==> src/rtl/acc_readout.sv <==
`default_nettype none
// ============================================================================
// Module   : acc_readout
// Brief    : Snapshots N accumulator lanes on start and streams them out one
//            lane per transfer over a valid/ready interface.
// Revision : 1.0 - initial release
// ============================================================================
module acc_readout #(
    parameter  int WIDTH = 16,
    parameter  int N     = 4,
    localparam int IDXW  = $clog2(N)
) (
    input  logic                 clk,
    input  logic                 clear,
    input  logic                 start,
    input  logic [N*WIDTH-1:0]   acc_in,
    output logic                 busy,
    output logic [WIDTH-1:0]     out_data,
    output logic [IDXW-1:0]      out_idx,
    output logic                 out_valid,
    input  logic                 out_ready,
    output logic                 out_last,
    output logic                 done
);

    localparam logic [IDXW-1:0] c_LAST_IDX = IDXW'(N - 1);

    typedef enum logic [0:0] {
        ST_IDLE = 1'b0,
        ST_SEND = 1'b1
    } state_t;

    state_t            r_state;
    state_t            w_state_next;
    logic [WIDTH-1:0]  w_lane   [N];
    logic [WIDTH-1:0]  r_shadow [N];
    logic [IDXW-1:0]   r_idx;
    logic [IDXW-1:0]   w_idx_inc;
    logic [WIDTH-1:0]  r_data;
    logic              r_last;
    logic              r_done;
    logic              w_send;
    logic              w_hs;
    logic              w_at_last;

    // Split the flat accumulator bus into per-lane words.
    for (genvar i = 0; i < N; i++) begin : g_lane
        assign w_lane[i] = acc_in[i*WIDTH +: WIDTH];
    end

    assign w_send    = (r_state == ST_SEND);
    assign w_hs      = w_send & out_ready;
    assign w_at_last = (r_idx == c_LAST_IDX);
    assign w_idx_inc = r_idx + IDXW'(1);

    // State register; clear forces IDLE regardless of start or handshake.
    always_ff @(posedge clk) begin
        if (clear) begin
            r_state <= ST_IDLE;
        end else begin
            r_state <= w_state_next;
        end
    end

    // Next-state: enter SEND on start, leave after the last lane is taken.
    always_comb begin
        w_state_next = r_state;
        case (r_state)
            ST_IDLE: if (start)            w_state_next = ST_SEND;
            ST_SEND: if (w_hs && w_at_last) w_state_next = ST_IDLE;
            default:                        w_state_next = ST_IDLE;
        endcase
    end

    // Datapath: snapshot capture, lane pointer and registered output word.
    // out_data is preloaded with the next lane on each handshake so it
    // stays registered and holds steady while the sink stalls.
    always_ff @(posedge clk) begin
        if (clear) begin
            r_idx  <= '0;
            r_data <= '0;
            r_last <= 1'b0;
            r_done <= 1'b0;
            for (int i = 0; i < N; i++) begin
                r_shadow[i] <= '0;
            end
        end else begin
            r_done <= w_hs & w_at_last;
            case (r_state)
                ST_IDLE: begin
                    if (start) begin
                        for (int i = 0; i < N; i++) begin
                            r_shadow[i] <= w_lane[i];
                        end
                        r_idx  <= '0;
                        r_data <= w_lane[0];
                        r_last <= 1'b0;
                    end
                end
                ST_SEND: begin
                    if (w_hs) begin
                        if (w_at_last) begin
                            r_idx  <= '0;
                            r_last <= 1'b0;
                        end else begin
                            r_idx  <= w_idx_inc;
                            r_data <= r_shadow[w_idx_inc];
                            r_last <= (w_idx_inc == c_LAST_IDX);
                        end
                    end
                end
                default: ;
            endcase
        end
    end

    assign busy      = w_send;
    assign out_valid = w_send;
    assign out_data  = r_data;
    assign out_idx   = r_idx;
    assign out_last  = r_last;
    assign done      = r_done;

endmodule
`default_nettype wire
==> config.mk <==
export PLATFORM = sky130hd
export DESIGN_NAME = acc_readout
export DESIGN_NICKNAME = d
export VERILOG_FILES = /design/src/rtl/acc_readout.sv
export SDC_FILE = /design/constraint.sdc
export NUM_CORES = 1
export LEC_CHECK = 0
export CAP_MARGIN = 0
export CORE_MARGIN = 4
export CORE_UTILIZATION = 36
export CTS_BUF_LIST = sky130_fd_sc_hd__clkbuf_4
export CTS_CLUSTER_DIAMETER = 40
export DETAILED_ROUTE_END_ITERATION = 10
export PLACE_DENSITY_LB_ADDON = 0.15
export SYNTH_ARGS = -nofsm -noshare
export SYNTH_HDL_FRONTEND = slang
export SYNTH_SLANG_ARGS = --single-unit
==> constraint.sdc <==
create_clock -name clk -period 2.55 [get_ports clk]
set_clock_uncertainty 0.15 [all_clocks]
set_input_delay 0.3825 -clock clk [delete_from_list [all_inputs] [get_ports clk]]
set_output_delay 0.3825 -clock clk [all_outputs]
set_load 0.01 [all_outputs]
==> impl_metrics.ini <==
[status]
status = finished clean

[timing]
max_freq_mhz = 412.1
period_minus_slack_ns = 2.426
timing.final.max_slew_violations = 0
slew_headroom_pct = 56.46
worst-slew-pin-transition_ns = 0.6531
setup_viol = 0
fin_crit_sh_pct = 95.15
rsz0062_at_grt = false
fin_hold_ws_ns = 0.3601
hold_viol = 0
tns_ns = 0

[clocking]
clock_sinks = 85
postCtsSetupRepairBufs = 0
cts_resized = 0
cts_hold_buffers = 0
cts_max_level = 3
root_buffer = clkbuf_4
cts_buffers = 9
cts_buffer_depth = 2
clk_pin_slew_worst_paths_ns = 0.14
insertion_delay_ns = 0.43
cts_tree = yes

[cells_and_area]
area_growth_pct = 30.16
nNetsFinal = 430
fin_util_pct = 47.77
final_common_cell = clkdlybuf4s50_1
nFillCells = 946
layout-drive-gt1-share_pct = 15.89
stdcell_count = 502
layout_common_cells = clkdlybuf4s50_1, and2_1, edfxtp_1, mux2_2, dfxtp_1

[floorplan]
die_x_um = 110.1
initial_core_util_pct = 36.70
dieHeight_um = 110.1
core_um2 = 10230
design.die.area_um2 = 12130
io_pins = 90
num_rows = 37

[detailed_routing]
routed_wl_um = 7917
drc = 0
via_per_inst = 4.841
avgRoutedWirePerCell_um = 15.77
ant_nets = 0
drt_iter0_drc = 202
vias = 2430
dr.pass1.iters = 5

[logic_synthesis]
synth_area_per_cell_um2 = 13.51
syn_inst = 278
ys.flop_type = edfxtp_1
synth_edf_count = 64
syn_area_um2 = 3755
yosys.cell_types.count = 26
synth-seq-cells = 85
synth_seq_area_share_pct = 62.38
ys.warnings.count = 0
synth_fp_nets = 348
async_reset_ff_share_pct = 0

[global_route]
first_global_vias = 2300
grt_overflow = 0
grtUsageTotal_pct = 13.34
grt_antenna_before_repair = 0
grt_max_degree = 65
grt_first_pass_wirelength_um = 12120

[critical_path]
cp-end-kind = primary output
worstPathRequired_ns = 2.02
crit_arrival_ns = 1.89
start_kind = flip-flop
crit_fanout = 29
crit_type = flip-flop to primary output

[power]
seqPwrFrac_pct = 59.1
p_int_uw = 2060
p_per_area_nw_per_um2 = 564.6
leakagePower_uw = 0.001770
p_comb_share_pct = 16.3
vdd_drop_max_uv = 208.9
clockPowerShare_pct = 24.5
p_sw_uw = 699.6
switching_share_pct = 25.35
power_uw = 2759

[flow_run]
cap_viol_max_count = 0

[placed_design]
gp_congestion = 0.7630
portBuffers = 89
placed_cells = 485
hpwl_um = 5342

[worst_hold_path]
hold_class = flip-flop to flip-flop
==> state kept, by name, indices dropped and copies added (netlist names) <==
signal    count
busy          1
done          1
out_data     16
out_idx       2
out_last      1
r_shadow     64
==> routing by layer <==
metal	GRT usage, %	part of all wire [%]	vias to the layer above
li1	-	-	1205
met1	19.57	47	1129
met2	19.37	45	85
met3	2.446	6.4	11
met4	5.541	1.6	0
met5	0	0	-
==> power by group through the flow <==
stage | sequential, µW | clock (µW) | combinational (µW)
final | 1630 | 677 | 451
after global placement | 1660 | 0 | 452
after global routing | 1650 | 773 | 491
after floorplan | 1670 | 0 | 225
after detailed placement | 1670 | 0 | 456
after CTS | 1630 | 712 | 458
==> cell usage after synthesis (2+ instances only) <==
cell type	number	area share [%]
and2_1	65	11
edfxtp_1	64	51
mux2_2	32	9.6
dfxtp_1	21	11
a211oi_1	17	3.4
a222oi_1	16	4.3
nor3_1	16	2.1
clkbuf_1	11	1.1
buf_2	8	1.1
nor2_1	5	0.50
buf_6	4	1.2
nor2b_1	3	0.50
ha_1	2	0.67
inv_1	2	0.20
==> worst paths after layout <==
check	from	to	slack, ns	cells after the start
setup / recovery	out_idx[0]	out_idx[0]	0.12	2
hold / removal	out_last	out_last	0.36	2
setup reg to reg	out_idx[0]	out_data[3]	0.35	5
hold reg to reg	out_last	out_last	0.36	2
==> cell families after synthesis <==
| logic type | Yosys count | share of synthesized area (%) |
|---|---|---|
| AND/OR/NAND/NOR | 95 | 14.96 |
| adder cells (fa/ha/maj) | 2 | 0.6663 |
| multiplexers | 33 | 9.864 |
| AO/OA/AOI/OAI | 35 | 8.131 |
| flip-flops | 85 | 62.38 |
| buffers and inverters | 28 | 3.999 |
==> metrics by stage <==
step / setup slack [ns] / instance area (µm²)
2_1_floorplan: 0.09019 / 3755
3_3_place_gp: 0.2791 / 4767
3_5_place_dp: 0.2364 / 4767
4_1_cts: 0.06390 / 4885
5_1_grt: 0.008574 / 4885
6_report: 0.1236 / 4887
==> critical path: stages, from the launching register on <==
cell and delay (ns):
dfxtp_2 0.44, buf_4 0.39, clkdlybuf4s50_1 0.62
==> area by class of cell <==
class	count	area (µm²)	share of cell area [%]
Antenna cell	1	2.502	0.05120
Clock buffer	9	67.56	1.382
Clock inverter	7	50.05	1.024
Inverter	2	7.507	0.1536
Multi-Input combinational cell	165	1270	25.99
Sequential cell	85	2344	47.95
Tap cell	136	170.2	3.482
Timing Repair Buffer	97	975.9	19.97
(Power assumes the default switching activity.)
